### config.mk
export PLATFORM = sky130hd
export DESIGN_NAME = hazard_ctrl_flat
export DESIGN_NICKNAME = d
export VERILOG_FILES = /design/src/rtl/hazard_ctrl_if.sv /design/src/rtl/hazard_ctrl.sv /design/src/flat_wrapper.sv
export SDC_FILE = /design/constraint.sdc
export NUM_CORES = 1
export LEC_CHECK = 0
export ABC_CLOCK_PERIOD_IN_PS = 2300
export CAP_MARGIN = 10
export CORE_ASPECT_RATIO = 1.4
export CORE_MARGIN = 4
export CORE_UTILIZATION = 29
export DETAILED_ROUTE_END_ITERATION = 12
export PLACE_DENSITY = 0.9
export SYNTH_ARGS = -nofsm -noshare
export SYNTH_HDL_FRONTEND = slang
export SYNTH_SLANG_ARGS = --single-unit
### constraint.sdc
create_clock -name CLK -period 2.3 [get_ports CLK]
set_input_delay 0.46 -clock CLK [delete_from_list [all_inputs] [get_ports CLK]]
set_output_delay 0.46 -clock CLK [all_outputs]
set_load 0.01 [all_outputs]
### src/rtl/hazard_ctrl_if.sv
// -----------------------------------------------------------------------------
// hazard_ctrl_if
// Bundles the hazard-detection inputs coming from the 5-stage datapath and the
// stall / flush / PC-enable controls going back to its pipeline registers.
//
// Handshake semantics (the only ones used here): ihit and dhit act as "ready"
// for the fetch and data accesses. A fetch is accepted in the cycle ihit = 1.
// A data access presented by dmem_req_exmem completes in the cycle dhit = 1.
// Until then the requesting stage and everything upstream of it are held.
//
// Modports
//   master : datapath side; drives the hazard inputs and receives the controls
//   slave  : hazard controller side; samples the inputs and drives the controls
//
// Signals
//   ihit, dhit            fetch / data access completes this cycle
//   dmem_req_exmem        EX/MEM holds a load or store
//   MemtoReg_idex         ID/EX holds a load
//   rt_idex               load destination register
//   rs_ifid, rt_ifid      IF/ID source registers
//   use_rt_ifid           IF/ID instruction reads rt
//   redirect              taken branch / jump / mispredict resolved
//   halt_memwb            halt instruction in MEM/WB
//   pc_en                 PC load enable
//   stall_* / flush_*     hold / bubble-load per pipeline register
// -----------------------------------------------------------------------------
interface hazard_ctrl_if #(
   parameter int REG_W = 5
);
   logic             ihit;
   logic             dhit;
   logic             dmem_req_exmem;
   logic             MemtoReg_idex;
   logic [REG_W-1:0] rt_idex;
   logic [REG_W-1:0] rs_ifid;
   logic [REG_W-1:0] rt_ifid;
   logic             use_rt_ifid;
   logic             redirect;
   logic             halt_memwb;

   logic             pc_en;
   logic             stall_ifid;
   logic             stall_idex;
   logic             stall_exmem;
   logic             stall_memwb;
   logic             flush_ifid;
   logic             flush_idex;
   logic             flush_exmem;
   logic             flush_memwb;

   modport master (
      output ihit, dhit, dmem_req_exmem, MemtoReg_idex, rt_idex, rs_ifid,
             rt_ifid, use_rt_ifid, redirect, halt_memwb,
      input  pc_en, stall_ifid, stall_idex, stall_exmem, stall_memwb,
             flush_ifid, flush_idex, flush_exmem, flush_memwb
   );

   modport slave (
      input  ihit, dhit, dmem_req_exmem, MemtoReg_idex, rt_idex, rs_ifid,
             rt_ifid, use_rt_ifid, redirect, halt_memwb,
      output pc_en, stall_ifid, stall_idex, stall_exmem, stall_memwb,
             flush_ifid, flush_idex, flush_exmem, flush_memwb
   );
endinterface

### src/rtl/hazard_ctrl.sv
// -----------------------------------------------------------------------------
// hazard_ctrl
// Pipeline hazard controller for the 5-stage MIPS datapath. It produces the
// stall, flush and PC-enable controls for IF/ID, ID/EX, EX/MEM and MEM/WB. The
// controls are combinational from the inputs, the FSM state and the load-use
// countdown, so a hazard gets a zero-cycle response.
//
// Parameters
//   REG_W        register index width
//   LOAD_BUBBLES bubbles per load-use hazard (1..3)
//   BR_STAGE     stage that resolves redirect: 2 = EX, 3 = MEM
//   CNT_W        performance counter width
//
// Ports
//   CLK, RST        clock (rising edge), synchronous active-high reset
//   hz              hazard_ctrl_if.slave: datapath inputs and controls
//   state           FSM state (RUN=0, LU_STALL=1, REDIR_PEND=2, HALTED=3)
//   lu_stall_cnt    load-use stall cycles
//   mem_stall_cnt   data-miss wait cycles
//   flush_cnt       redirect cycles
//
// Build option
//   HAZARD_PERF_CNT_EN  when defined, builds the saturating performance
//                       counters. Otherwise the counter ports read 0.
// -----------------------------------------------------------------------------
module hazard_ctrl #(
   parameter int REG_W        = 5,
   parameter int LOAD_BUBBLES = 1,
   parameter int BR_STAGE     = 2,
   parameter int CNT_W        = 32
) (
   input  logic             CLK,
   input  logic             RST,
   hazard_ctrl_if.slave     hz,
   output logic [1:0]       state,
   output logic [CNT_W-1:0] lu_stall_cnt,
   output logic [CNT_W-1:0] mem_stall_cnt,
   output logic [CNT_W-1:0] flush_cnt
);

   typedef enum logic [1:0] {
      ST_RUN        = 2'd0,
      ST_LU_STALL   = 2'd1,
      ST_REDIR_PEND = 2'd2,
      ST_HALTED     = 2'd3
   } state_t;

   localparam logic [REG_W-1:0] REG_ZERO     = '0;
   localparam logic [1:0]       LU_INIT      = 2'(LOAD_BUBBLES - 1);
   localparam bit               MULTI_BUBBLE = (LOAD_BUBBLES > 1);
   // With a MEM-stage branch, the wrong-path instruction in EX/MEM also dies.
   localparam bit               FLUSH_EXMEM  = (BR_STAGE == 3);

   state_t     state_q, state_n;
   logic [1:0] lu_cnt_q, lu_cnt_n;

   logic is_halt;
   logic memwait;
   logic loaduse;
   logic below_redir;
   logic br_mem;
   logic br_redir;
   logic br_pend;
   logic br_lu;
   logic br_loaduse;
   logic br_miss;

   // One-hot decode of the prioritised condition that owns this cycle.
   assign is_halt     = (state_q == ST_HALTED) || hz.halt_memwb;
   assign memwait     = hz.dmem_req_exmem && !hz.dhit;
   assign loaduse     = (state_q == ST_RUN) && hz.MemtoReg_idex &&
                        (hz.rt_idex != REG_ZERO) &&
                        ((hz.rt_idex == hz.rs_ifid) ||
                         (hz.use_rt_ifid && (hz.rt_idex == hz.rt_ifid)));
   assign br_mem      = !is_halt && memwait;
   assign br_redir    = !is_halt && !memwait && hz.redirect;
   assign below_redir = !is_halt && !memwait && !hz.redirect;
   assign br_pend     = below_redir && (state_q == ST_REDIR_PEND);
   assign br_lu       = below_redir && (state_q == ST_LU_STALL);
   assign br_loaduse  = below_redir && loaduse;
   assign br_miss     = below_redir && (state_q == ST_RUN) && !loaduse && !hz.ihit;

   always_ff @(posedge CLK) begin
      if (RST) begin
         state_q  <= ST_RUN;
         lu_cnt_q <= 2'd0;
      end else begin
         state_q  <= state_n;
         lu_cnt_q <= lu_cnt_n;
      end
   end

   always_comb begin
      hz.pc_en       = 1'b0;
      hz.stall_ifid  = 1'b0;
      hz.stall_idex  = 1'b0;
      hz.stall_exmem = 1'b0;
      hz.stall_memwb = 1'b0;
      hz.flush_ifid  = 1'b0;
      hz.flush_idex  = 1'b0;
      hz.flush_exmem = 1'b0;
      hz.flush_memwb = 1'b0;
      state_n        = state_q;
      lu_cnt_n       = lu_cnt_q;

      if (RST) begin
         // Every register loads a bubble while reset is held.
         hz.flush_ifid  = 1'b1;
         hz.flush_idex  = 1'b1;
         hz.flush_exmem = 1'b1;
         hz.flush_memwb = 1'b1;
      end else if (is_halt) begin
         hz.stall_ifid  = 1'b1;
         hz.stall_idex  = 1'b1;
         hz.stall_exmem = 1'b1;
         hz.stall_memwb = 1'b1;
         state_n        = ST_HALTED;
      end else if (br_mem) begin
         // Freeze everything up to EX/MEM; MEM/WB gets a bubble. The redirect
         // source is frozen too, so it is seen again once the miss clears.
         hz.stall_ifid  = 1'b1;
         hz.stall_idex  = 1'b1;
         hz.stall_exmem = 1'b1;
         hz.flush_memwb = 1'b1;
      end else if (br_redir) begin
         hz.pc_en       = 1'b1;
         hz.flush_ifid  = 1'b1;
         hz.flush_idex  = 1'b1;
         hz.flush_exmem = FLUSH_EXMEM;
         lu_cnt_n       = 2'd0;
         state_n        = hz.ihit ? ST_RUN : ST_REDIR_PEND;
      end else if (br_pend) begin
         // The fetch in flight is from the old path: drop it when it lands.
         hz.flush_ifid  = 1'b1;
         if (hz.ihit) begin
            state_n = ST_RUN;
         end
      end else if (br_lu) begin
         hz.stall_ifid  = 1'b1;
         hz.flush_idex  = 1'b1;
         lu_cnt_n       = lu_cnt_q - 2'd1;
         if (lu_cnt_q == 2'd1) begin
            state_n = ST_RUN;
         end
      end else if (br_loaduse) begin
         hz.stall_ifid  = 1'b1;
         hz.flush_idex  = 1'b1;
         if (MULTI_BUBBLE) begin
            state_n  = ST_LU_STALL;
            lu_cnt_n = LU_INIT;
         end
      end else if (br_miss) begin
         hz.flush_ifid  = 1'b1;
      end else begin
         hz.pc_en       = 1'b1;
      end
   end

   assign state = state_q;

`ifdef HAZARD_PERF_CNT_EN
   localparam logic [CNT_W-1:0] CNT_MAX = '1;

   logic [CNT_W-1:0] lu_q, mem_q, fl_q;

   always_ff @(posedge CLK) begin
      if (RST) begin
         lu_q  <= '0;
         mem_q <= '0;
         fl_q  <= '0;
      end else begin
         if ((br_lu || br_loaduse) && (lu_q != CNT_MAX)) begin
            lu_q <= lu_q + 1'b1;
         end
         if (br_mem && (mem_q != CNT_MAX)) begin
            mem_q <= mem_q + 1'b1;
         end
         if (br_redir && (fl_q != CNT_MAX)) begin
            fl_q <= fl_q + 1'b1;
         end
      end
   end

   assign lu_stall_cnt  = lu_q;
   assign mem_stall_cnt = mem_q;
   assign flush_cnt     = fl_q;
`else
   assign lu_stall_cnt  = '0;
   assign mem_stall_cnt = '0;
   assign flush_cnt     = '0;
`endif

endmodule

### src/flat_wrapper.sv
// flat-port wrapper written by rule: the top's interface ports become plain ports
module hazard_ctrl_flat 
#(
   parameter int REG_W        = 5,
   parameter int LOAD_BUBBLES = 1,
   parameter int BR_STAGE     = 2,
   parameter int CNT_W        = 32
)
  (CLK, RST, state, lu_stall_cnt, mem_stall_cnt, flush_cnt, hz_ihit, hz_dhit, hz_dmem_req_exmem, hz_MemtoReg_idex, hz_rt_idex, hz_rs_ifid, hz_rt_ifid, hz_use_rt_ifid, hz_redirect, hz_halt_memwb, hz_pc_en, hz_stall_ifid, hz_stall_idex, hz_stall_exmem, hz_stall_memwb, hz_flush_ifid, hz_flush_idex, hz_flush_exmem, hz_flush_memwb);
  hazard_ctrl_if #(.REG_W(REG_W)) hz_i ();
  input  logic CLK;
  input  logic RST;
  output logic [1:0] state;
  output logic [CNT_W-1:0] lu_stall_cnt;
  output logic [CNT_W-1:0] mem_stall_cnt;
  output logic [CNT_W-1:0] flush_cnt;
  input wire logic [$bits(hz_i.ihit)-1:0] hz_ihit;
  input wire logic [$bits(hz_i.dhit)-1:0] hz_dhit;
  input wire logic [$bits(hz_i.dmem_req_exmem)-1:0] hz_dmem_req_exmem;
  input wire logic [$bits(hz_i.MemtoReg_idex)-1:0] hz_MemtoReg_idex;
  input wire logic [$bits(hz_i.rt_idex)-1:0] hz_rt_idex;
  input wire logic [$bits(hz_i.rs_ifid)-1:0] hz_rs_ifid;
  input wire logic [$bits(hz_i.rt_ifid)-1:0] hz_rt_ifid;
  input wire logic [$bits(hz_i.use_rt_ifid)-1:0] hz_use_rt_ifid;
  input wire logic [$bits(hz_i.redirect)-1:0] hz_redirect;
  input wire logic [$bits(hz_i.halt_memwb)-1:0] hz_halt_memwb;
  output wire logic [$bits(hz_i.pc_en)-1:0] hz_pc_en;
  output wire logic [$bits(hz_i.stall_ifid)-1:0] hz_stall_ifid;
  output wire logic [$bits(hz_i.stall_idex)-1:0] hz_stall_idex;
  output wire logic [$bits(hz_i.stall_exmem)-1:0] hz_stall_exmem;
  output wire logic [$bits(hz_i.stall_memwb)-1:0] hz_stall_memwb;
  output wire logic [$bits(hz_i.flush_ifid)-1:0] hz_flush_ifid;
  output wire logic [$bits(hz_i.flush_idex)-1:0] hz_flush_idex;
  output wire logic [$bits(hz_i.flush_exmem)-1:0] hz_flush_exmem;
  output wire logic [$bits(hz_i.flush_memwb)-1:0] hz_flush_memwb;
  assign hz_i.ihit = hz_ihit;
  assign hz_i.dhit = hz_dhit;
  assign hz_i.dmem_req_exmem = hz_dmem_req_exmem;
  assign hz_i.MemtoReg_idex = hz_MemtoReg_idex;
  assign hz_i.rt_idex = hz_rt_idex;
  assign hz_i.rs_ifid = hz_rs_ifid;
  assign hz_i.rt_ifid = hz_rt_ifid;
  assign hz_i.use_rt_ifid = hz_use_rt_ifid;
  assign hz_i.redirect = hz_redirect;
  assign hz_i.halt_memwb = hz_halt_memwb;
  assign hz_pc_en = hz_i.pc_en;
  assign hz_stall_ifid = hz_i.stall_ifid;
  assign hz_stall_idex = hz_i.stall_idex;
  assign hz_stall_exmem = hz_i.stall_exmem;
  assign hz_stall_memwb = hz_i.stall_memwb;
  assign hz_flush_ifid = hz_i.flush_ifid;
  assign hz_flush_idex = hz_i.flush_idex;
  assign hz_flush_exmem = hz_i.flush_exmem;
  assign hz_flush_memwb = hz_i.flush_memwb;
  hazard_ctrl #(.REG_W(REG_W), .LOAD_BUBBLES(LOAD_BUBBLES), .BR_STAGE(BR_STAGE), .CNT_W(CNT_W)) u_core (.CLK(CLK), .RST(RST), .hz(hz_i), .state(state), .lu_stall_cnt(lu_stall_cnt), .mem_stall_cnt(mem_stall_cnt), .flush_cnt(flush_cnt));
endmodule
==> results.md, run 1 <==
- Worst-path clk slew: 0.03 ns
- Leading cell type in the layout, fill and taps excluded: conb_1
- Final period utilization: 97.28%
- Gr ovfl total: 0
- Worst Hold Class: flip-flop to flip-flop
- Highest-count cells in the layout ignoring fill and taps: conb_1, buf_4, clkdlybuf4s50_1
- Critical-path maximum fanout: 3
- GP Congestion: 0.8437
- Max-slew violations: 0
- Max cap viols: 0
- I/O pins: 131
- Final WL: 2613 um
- Drt initial violations: 16
- Yosys top cell area share: 60.56%
- Unrepaired setup endpoints after global routing: false
- Post-Synth Adder-Cell Area: 1.030%
- CP required: 1.84 ns
- Largest area contributor in the netlist: buf_4
- Clock latency on the worst-skew pair: 0.22 ns
- Vias per std cell: 3.648
- Slowest cell on crit path: or4_1
- Max Freq: 446.9 MHz
- Dpl hpwl: 2401 um
- CTS tree: done
- Layout area overhead: 20.39%
- WS Path Type: input port to output pin
- Initial Util: 30.48%
- Hold_ws: 0.5230 ns
- Syn. warnings: 0
- Global-route wire length before repair: 3394 um
- Post-synthesis simple-gate area fraction: 10.30%
- H-tree levels: 1
- Bufs on Longest Clock Path: 2
- Final Power: 0.4955 mW
- Die height: 84.59 um
- CTS Sinks: 4
- TritonCTS Buffers: 3
- Yosys reg bits: 4
- Syn avg cell area: 7.453 um2
- Endpoint arrival time on the critical path: 1.78 ns
- CP cell instances: buf_2 > or4_1 > o211a_1 > buf_6 > a31o_4 > buf_6
- Core Area: 3986 um2
- Synth Area in Compound Gates: 11.53%
- Largest family of logic cells by synthesized area: buffers and inverters
- Initial antenna violation count: 0
- Largest net degree at the start of global routing: 9
- Post-DR wirelength/cell: 10.01 um
- Crit end category: output pin
- Post-placement cell count: 255
- Via count: 952
- Root Buffer: clkbuf_8
- Peak supply drop: 124.6 uV
- Drt pass-1 iters: 4
- Ant diodes: 0
- Period minus WS final: 2.237 ns
- Layout cells sized above 1: 19.72%
- Detail Route Antenna Nets: 0
- Post-synthesis xor/xnor area fraction: 7.209%
- Nets: 245
- Setup violations, final: 0
- IO Port Bufs: 34
- Die width: 62.70 um
- Synth Cell Area: 1215 um2
- Synth top area cells: buf_4, xnor2_1, dfxtp_1, nor2_1, a21oi_1
- Mux cell area share after synthesis: 0.8239%
- Non-filler cells, final: 261
- Outcome: finished clean
- Overall Global Routing Usage: 8.274%
- Rows: 27
- Startpoint type of the worst setup path: input port
- Pwr/cell area: 338.7 nW/um2
- Vias in the first global route: 790
- Die area: 5303 um2
- Worst stage delay on the critical path: 0.49 ns
- Final hold vios: 0
- CP most frequent cell: buf_6
- Synth Instances: 163
- Post-layout util: 36.69%
- Post-synthesis sequential area ratio: 6.591%
- Cell variety after synth: 34
- Drc violations: 0
- Leakage: 0.8108 nW
- Clk_skew: 0.0002048 ns
## area by class of cell
type                       count  area, um2
tap                           43      53.80
sequential                     4      80.08
timing repair buffer          57      489.2
multi-input combinational    151      787.0
fill                         407       2524
clock buffer                   3      41.29
inverter                       3      11.26
## path summary, 6_finish.rpt
path                                         from                              end  slack [ns]  cells after the start
setup / recovery                    hz_rt_idex[2]                    hz_stall_ifid        0.06                      6
hold reg to reg   u_core.lu_cnt_q[1]$_SDFFE_PP0P_  u_core.lu_cnt_q[1]$_SDFFE_PP0P_        0.52                      2
hold / removal    u_core.lu_cnt_q[1]$_SDFFE_PP0P_  u_core.lu_cnt_q[1]$_SDFFE_PP0P_        0.52                      2
setup reg to reg     u_core.state[0]$_SDFFE_PP0P_  u_core.lu_cnt_q[1]$_SDFFE_PP0P_        0.80                      7
## logic make-up after synthesis
| kind of cell | count (synthesis) |
|---|---|
| buffers and inverters | 103 |
| and+or+nand+nor | 24 |
| AOI/OAI and AO/OA | 19 |
| xor gates and xnor gates | 10 |
| DFF | 4 |
| adders and majority gates | 1 |
| other | 1 |
| muxes | 1 |
## routing by layer
metal	global-route usage [%]	routed length [um]	up-vias
li1	-	-	444
met1	7.625	842	406
met2	16.60	1329	99
met3	2.544	414	3
met4	3.012	27	0
met5	0	0	-
## per-stage QoR
stage,setup slack (ns),TNS [ns],cell area (um2)
global route,0.005561,0,1463
CTS,-0.002548,-0.002548,1429
finish,0.06254,0,1463
global placement,-0.6966,-2.999,1371
detailed placement,-0.7551,-3.179,1371
floorplan,0.2190,0,1572
## state kept, by name, summed over array words and instances (netlist names)
register / cells
u_core.lu_cnt_q: 2
u_core.state: 2
## cells in the mapped netlist, drive strengths merged
cell type,count
and2,2
nor2b,1
o22ai,1
mux2i,1
clkbuf,2
a22oi,1
inv,3
xnor2,10
a31oi,1
a31o,1
a311o,1
o211ai,1
a21oi,7
and4,1
o2111a,1
dfxtp,4
a311oi,1
o21ai,2
nand4,1
or3b,1
nor3,1
or4,1
conb,1
ha,1
o211a,1
nand2,2
nand2b,3
a21o,1
buf,98
nand3,1
nor2,10
## what timing repair did
item,CTS,global route
gates resized for setup,42,7
hold buffers,0,0
pin swaps,6,6
setup buffers,1,2
setup endpoints to repair,7,5
## power by group
group	internal [mW]	switching, mW	leakage (nW)
registers	0.0742	0.00559	0.0329
logic	0.118	0.151	0.756
clock network	0.111	0.0351	0.0216
## critical path: cells and delay by family
kind / cells / cell delay [ns]
AND/OR/NAND/NOR: 1 / 0.49
buffers and inverters: 3 / 0.36
AO/OA/AOI/OAI: 2 / 0.46
Note: power is estimated with default switching activity, not from simulation.
==> run 2: changes to the inputs <==
--- a/config.mk
+++ b/config.mk
@@ -7,2 +7,3 @@
 export LEC_CHECK = 0
+export ABC_AREA = 0
 export ABC_CLOCK_PERIOD_IN_PS = 2300
--- a/constraint.sdc
+++ b/constraint.sdc
@@ -3,2 +3,2 @@
 set_output_delay 0.46 -clock CLK [all_outputs]
-set_load 0.01 [all_outputs]
+set_load 0.005 [all_outputs]
==> run 2 against run 1 <==
Compared with the run above: clock power is 3% higher; clock skew barely moved; via count up 1.2%; fmax fell by 1.9%; cell count is the same; core utilization shrank 0.50 points; non-clock buffer count is the same; first-iteration DRC count down 6.3%; sequential power hardly changed; critical path type unchanged; largest cell class unchanged.
==> results.md, run 2 (same netlist as run 1, synthesis figures left out) <==
- Vias per std cell: 3.690 (was 3.648)
- CP cell instances: buf_6 > or4_1 > o211a_1 > buf_6 > a311o_1 > buf_2 (was buf_2 > or4_1 > o211a_1 > buf_6 > a31o_4 > buf_6)
- Peak supply drop: 168.5 uV (was 124.6 uV)
- Overall Global Routing Usage: 8.576% (was 8.274%)
- Post-placement cell count: 256 (was 255)
- Drc violations: 0 (unchanged)
- Register area: 80.08 um2 (unchanged)
- Final Power: 0.4562 mW (was 0.4955 mW)
- Psw: 0.1548 mW (was 0.1919 mW)
- Sw frac: 33.93% (was 38.73%)
- Post-DR wirelength/cell: 10.16 um (was 10.01 um)
- Multi-input logic area: 770.7 um2 (was 787.0 um2)
- Final WL: 2651 um (was 2613 um)
- Global-route wire length before repair: 3532 um (was 3394 um)
- Layout cells sized above 1: 19.27% (was 19.72%)
- Gr ovfl total: 0 (unchanged)
- Root Buffer: clkbuf_8 (unchanged)
- Slowest cell on crit path: or4_1 (unchanged)
- Initial antenna violation count: 0 (unchanged)
- Max cap viols: 0 (unchanged)
- Gate power share: 49.6% (was 54.3%)
- Worst Hold Class: flip-flop to flip-flop (unchanged)
- Final hold vios: 0 (unchanged)
- Layout area overhead: 18.74% (was 20.39%)
- IO Port Bufs: 34 (unchanged)
- Outcome: finished clean (unchanged)
- Core Area: 3986 um2 (unchanged)
- Setup crit start: hz_rt_idex[4] (was hz_rt_idex[2])
- Crit end category: output pin (unchanged)
- TritonCTS Buffers: 3 (unchanged)
- Initial Util: 30.48% (unchanged)
- Period minus WS final: 2.281 ns (was 2.237 ns)
- Pwr/cell area: 316.2 nW/um2 (was 338.7 nW/um2)
- Endpoint arrival time on the critical path: 1.82 ns (was 1.78 ns)
- Leading cell type in the layout, fill and taps excluded: conb_1 (unchanged)
- Dpl hpwl: 2381 um (was 2401 um)
- Worst stage delay on the critical path: 0.51 ns (was 0.49 ns)
- Post-layout util: 36.19% (was 36.69%)
- Via count: 963 (was 952)
- H-tree levels: 1 (unchanged)
- Buf/Inv on CP: 3 (unchanged)
- CTS Hold Buffers Added: 0 (unchanged)
- Die area: 5303 um2 (unchanged)
- Hold_ws: 0.5320 ns (was 0.5230 ns)
- Final period utilization: 99.16% (was 97.28%)
- Largest net degree at the start of global routing: 9 (unchanged)
- Critical-path maximum fanout: 2 (was 3)
- Die height: 84.59 um (unchanged)
- WS Path Type: input port to output pin (unchanged)
- Drt pass-1 iters: 4 (unchanged)
- CTS tree: done (unchanged)
- Drt initial violations: 15 (was 16)
- R2r startpoint: u_core.state[0]$_SDFFE_PP0P_ (unchanged)
- Highest-count cells in the layout ignoring fill and taps: conb_1, buf_4, clkdlybuf4s50_1 (unchanged)
- Max Freq: 438.5 MHz (was 446.9 MHz)
- Clk_skew: 0.0006723 ns (was 0.0002048 ns)
- Ant diodes: 0 (unchanged)
- Leakage: 0.7780 nW (was 0.8108 nW)
- Detail Route Antenna Nets: 0 (unchanged)
- CP most frequent cell: buf_6 (unchanged)
- Rows: 27 (unchanged)
- Internal power: 0.3014 mW (was 0.3035 mW)
- I/O pins: 131 (unchanged)
- CP required: 1.84 ns (about the same)
- Nets: 245 (unchanged)
- HP Start: u_core.lu_cnt_q[1]$_SDFFE_PP0P_ (unchanged)
- GP Congestion: 0.8415 (was 0.8437)
- Max-slew violations: 0 (unchanged)
- Unrepaired setup endpoints after global routing: true (was false)
- Flop pwr share: 17.6% (was 16.1%)
- Vias in the first global route: 806 (was 790)
- Clock latency on the worst-skew pair: 0.22 ns (about the same)
- Die width: 62.70 um (unchanged)
- CTS Sinks: 4 (unchanged)
- Setup violations, final: 0 (unchanged)
- Delay-heaviest family, CP: simple AND/OR/NAND/NOR gates (unchanged)
- Worst-path clk slew: 0.03 ns (about the same)
- Fillers: 405 (was 407)
- Clock power share: 32.9% (was 29.6%)
- Startpoint type of the worst setup path: input port (unchanged)
- Non-filler cells, final: 261 (unchanged)
- Bufs on Longest Clock Path: 2 (unchanged)
## run 2: cell count changes in the layout (fill, tap and decap cells not counted), sizes merged
| cell | previous run | this run |
|---|---|---|
| buf | 29 | 30 |
| clkbuf | 4 | 3 |
| clkdlybuf4s50 | 18 | 19 |
| dlygate4sd2 | 5 | 7 |
| dlymetal6s2s | 3 | 0 |
## run 2: worst min-delay path, delay by kind of cell (launching register included)
kind / cells / cell delay, ns
AOI/OAI and AO/OA: 1 / 0.09
DFF: 1 / 0.32
and+or+nand+nor: 1 / 0.08
## run 2: final cells by class
class                   instances  area share [%]
clock buffers                   3           2.862
inverters                       3          0.7806
multi-input cells             151           53.43
flip-flops and latches          4           5.551
well taps                      43           3.729
repair buffers                 57           33.65
## run 2: path summary, 6_finish.rpt
path                                     endpoint  slack [ns]  depth (start not counted)
hold reg to reg   u_core.lu_cnt_q[1]$_SDFFE_PP0P_        0.53                          2
setup reg to reg  u_core.lu_cnt_q[1]$_SDFFE_PP0P_        0.88                          6
hold / removal    u_core.lu_cnt_q[1]$_SDFFE_PP0P_        0.53                          2
setup / recovery                    hz_flush_idex        0.02                          6
## run 2: per-stage QoR
stage	area, um2	worst slack [ns]	TNS [ns]
floorplan	1572	0.2768	0
global placement	1379	-0.6350	-2.931
detailed placement	1379	-0.6527	-3.006
CTS	1436	0.01180	0
global route	1443	-0.03247	-0.05014
finish	1443	0.01930	0
## run 2: power groups by stage
| stage | combinational [mW] | clock [mW] | sequential (mW) |
|---|---|---|---|
| global route | 0.249 | 0.156 | 0.0807 |
| detailed placement | 0.218 | 0 | 0.0812 |
| global placement | 0.215 | 0 | 0.0808 |
| floorplan | 0.220 | 0 | 0.0793 |
| CTS | 0.220 | 0.153 | 0.0803 |
| finish | 0.226 | 0.150 | 0.0801 |
## run 2: what timing repair did
action,4_1_cts,5_1_grt
gates resized for setup,47,1
cloned,0,0
pin swaps,5,3
buffers inserted,2,0
setup endpoints to repair,7,3
## run 2: layer usage
layer  track usage (%)  vias to the layer above  wire [um]
met1             7.387                      416        792
met3             2.677                        4        472
li1                  -                      443          -
met4             4.217                        0         42
met2             17.28                      100       1344
met5                 0                        -          0
==> run 3: changes to the inputs <==
- CAP_MARGIN: 10 -> 0
- GPL_TIMING_DRIVEN: not set -> 0
- REMOVE_ABC_BUFFERS: not set -> 1
==> run 3 against run 2 <==
Compared with the run above: clock skew hardly changed; sequential power up 4.2%; via count is 6.4% lower; hold slack got worse by 0.029 ns; final area down 8.9%; critical path type unchanged; highest routed layer unchanged; largest power group unchanged; count of clock-buffer cells in the layout did not move; routed wire length shrank 6.3%.
==> results.md, run 3 (same netlist as run 1, synthesis figures left out) <==
- Die height: 84.59 um (unchanged)
- GP Congestion: 0.7704 (was 0.8415)
- Via count: 901 (was 963)
- Crit end category: output pin (unchanged)
- Met1 Resource Use GR: 6.762% (was 7.387%)
- Pwr/cell area: 332.8 nW/um2 (was 316.2 nW/um2)
- Initial antenna violation count: 0 (unchanged)
- Worst stage delay on the critical path: 0.52 ns (was 0.51 ns)
- Crit path capture: hz_flush_idex (unchanged)
- Critical-path maximum fanout: 5 (was 2)
- Die area: 5303 um2 (unchanged)
- WS Path Type: input port to output pin (unchanged)
- Initial Util: 30.48% (unchanged)
- Rows: 27 (unchanged)
- Max-slew violations: 0 (unchanged)
- Die width: 62.70 um (unchanged)
- Overall Global Routing Usage: 8.003% (was 8.576%)
- Global-route wire length before repair: 3222 um (was 3532 um)
- Layout cells sized above 1: 13.57% (was 19.27%)
- Leakage: 0.6953 nW (was 0.7780 nW)
- Non-filler cells, final: 242 (was 261)
- HP Start: u_core.lu_cnt_q[1]$_SDFFE_PP0P_ (unchanged)
- Drt pass-1 iters: 2 (was 4)
- Setup crit start: hz_dmem_req_exmem (was hz_rt_idex[4])
- Startpoint type of the worst setup path: input port (unchanged)
- Vias per std cell: 3.723 (was 3.690)
- CTS tree: done (unchanged)
- Period minus WS final: 2.284 ns (was 2.281 ns)
- Reg2reg path depth: 6 (unchanged)
- CP cell instances: clkdlybuf4s50_1 > nand2b_4 > and2_4 > buf_4 > a311o_1 > buf_2 (was buf_6 > or4_1 > o211a_1 > buf_6 > a311o_1 > buf_2)
- Bufs on Longest Clock Path: 2 (unchanged)
- Detail Route Antenna Nets: 0 (unchanged)
- H-tree levels: 1 (unchanged)
- Clock latency on the worst-skew pair: 0.22 ns (about the same)
- Drc violations: 0 (unchanged)
- Setup TNS: 0 ns (unchanged)
- Post-placement cell count: 235 (was 256)
- Met3 Use GR: 4.150% (was 2.677%)
- IO Port Bufs: 34 (unchanged)
- Drt initial violations: 69 (was 15)
- Worst Hold Class: flip-flop to flip-flop (unchanged)
- Final WL: 2484 um (was 2651 um)
- TritonCTS Buffers: 3 (unchanged)
- M2 GR Usage: 13.79% (was 17.28%)
- Max cap viols: 0 (unchanged)
- FF-to-FF End: u_core.lu_cnt_q[1]$_SDFFE_PP0P_ (unchanged)
- Max Freq: 437.9 MHz (was 438.5 MHz)
- Post-layout util: 32.96% (was 36.19%)
- Ant diodes: 0 (unchanged)
- I/O pins: 131 (unchanged)
- Slowest cell on crit path: clkdlybuf4s50_1 (was or4_1)
- Leading cell type in the layout, fill and taps excluded: conb_1 (unchanged)
- Unrepaired setup endpoints after global routing: true (unchanged)
- R2r startpoint: u_core.state[1]$_SDFFE_PP0P_ (was u_core.state[0]$_SDFFE_PP0P_)
- Top Usage Layer GRT: met2 (unchanged)
- Final Power: 0.4372 mW (was 0.4562 mW)
- Worst-path clk slew: 0.03 ns (about the same)
- Largest net degree at the start of global routing: 13 (was 9)
- Setup violations, final: 0 (unchanged)
- Vias in the first global route: 685 (was 806)
- CP required: 1.84 ns (about the same)
- CTS Sinks: 4 (unchanged)
- Core Area: 3986 um2 (unchanged)
- Outcome: finished clean (unchanged)
- Hold path cells: 2 (unchanged)
- Peak supply drop: 117.6 uV (was 168.5 uV)
- Final hold vios: 0 (unchanged)
- Root Buffer: clkbuf_8 (unchanged)
- Gr ovfl total: 0 (unchanged)
- Highest-count cells in the layout ignoring fill and taps: conb_1, clkdlybuf4s50_1, xnor2_1, nor2_1, buf_2 (was conb_1, buf_4, clkdlybuf4s50_1)
- Nets: 226 (was 245)
- Final period utilization: 99.30% (was 99.16%)
- Layout area overhead: 8.136% (was 18.74%)
- Post-DR wirelength/cell: 10.26 um (was 10.16 um)
- FF-to-FF setup slack: 0.86 ns (was 0.88 ns)
- Endpoint arrival time on the critical path: 1.82 ns (about the same)
- Dpl hpwl: 2007 um (was 2381 um)
- Clk_skew: 0.0008896 ns (was 0.0006723 ns)
-- run 3: cell count changes in the layout (fill, tap and decap cells not counted), moves of 2 or more --
cell,delta
buf_6,-3
dlygate4sd2_1,-4
dlymetal6s2s_1,+2
clkdlybuf4s50_1,+2
buf_4,-18
-- run 3: what timing repair did --
action	4_1_cts	5_1_grt
hold buffers	0	0
pin swaps	8	6
setup buffers	2	2
gates resized for setup	43	3
endpoints found under the setup margin	7	5
-- run 3: worst min-delay path by stage --
stage / end / slack, ns
floorplan: u_core.lu_cnt_q[1]$_SDFFE_PP0P_ / 0.48
global placement: u_core.lu_cnt_q[1]$_SDFFE_PP0P_ / 0.49
detailed placement: u_core.lu_cnt_q[1]$_SDFFE_PP0P_ / 0.51
CTS: u_core.lu_cnt_q[1]$_SDFFE_PP0P_ / 0.51
global route: u_core.lu_cnt_q[0]$_SDFFE_PP0P_ / 0.55
finish: u_core.lu_cnt_q[1]$_SDFFE_PP0P_ / 0.50
-- run 3: routing by layer --
layer | share of wire [%] | up-vias
met2 | 45 | 105
met3 | 21 | 7
met4 | 3.6 | 0
met5 | 0 | -
met1 | 31 | 382
li1 | - | 407
-- run 3: worst max-delay path: cells and delay by family --
| family | cells | cell delay [ns] |
|---|---|---|
| compound gates | 1 | 0.34 |
| buf+inv | 3 | 0.79 |
| simple gates | 2 | 0.24 |
-- run 3: final cells by class --
| cell class | instances | area, um2 |
|---|---|---|
| clock buffers | 3 | 41.29 |
| fillers | 410 | 2673 |
| inverters | 3 | 11.26 |
| multi-input cells | 151 | 789.5 |
| flip-flops and latches | 4 | 80.08 |
| well taps | 43 | 53.80 |
| repair buffers | 38 | 337.8 |
-- run 3: stage by stage --
stage	hold WS (ns)	worst slack, ns	cell area, um2
CTS	0.5138	0.006004	1299
detailed placement	0.5066	-0.8236	1221
finish	0.5032	0.01613	1314
global route	0.5463	-0.02611	1314
floorplan	0.4772	0.2768	827.0
global placement	0.4927	-0.8174	1221
-- run 3: report_power, final --
group,switching (mW),internal (mW)
Clock,0.0425,0.112
Combinational,0.104,0.0946
Sequential,0.00937,0.0741
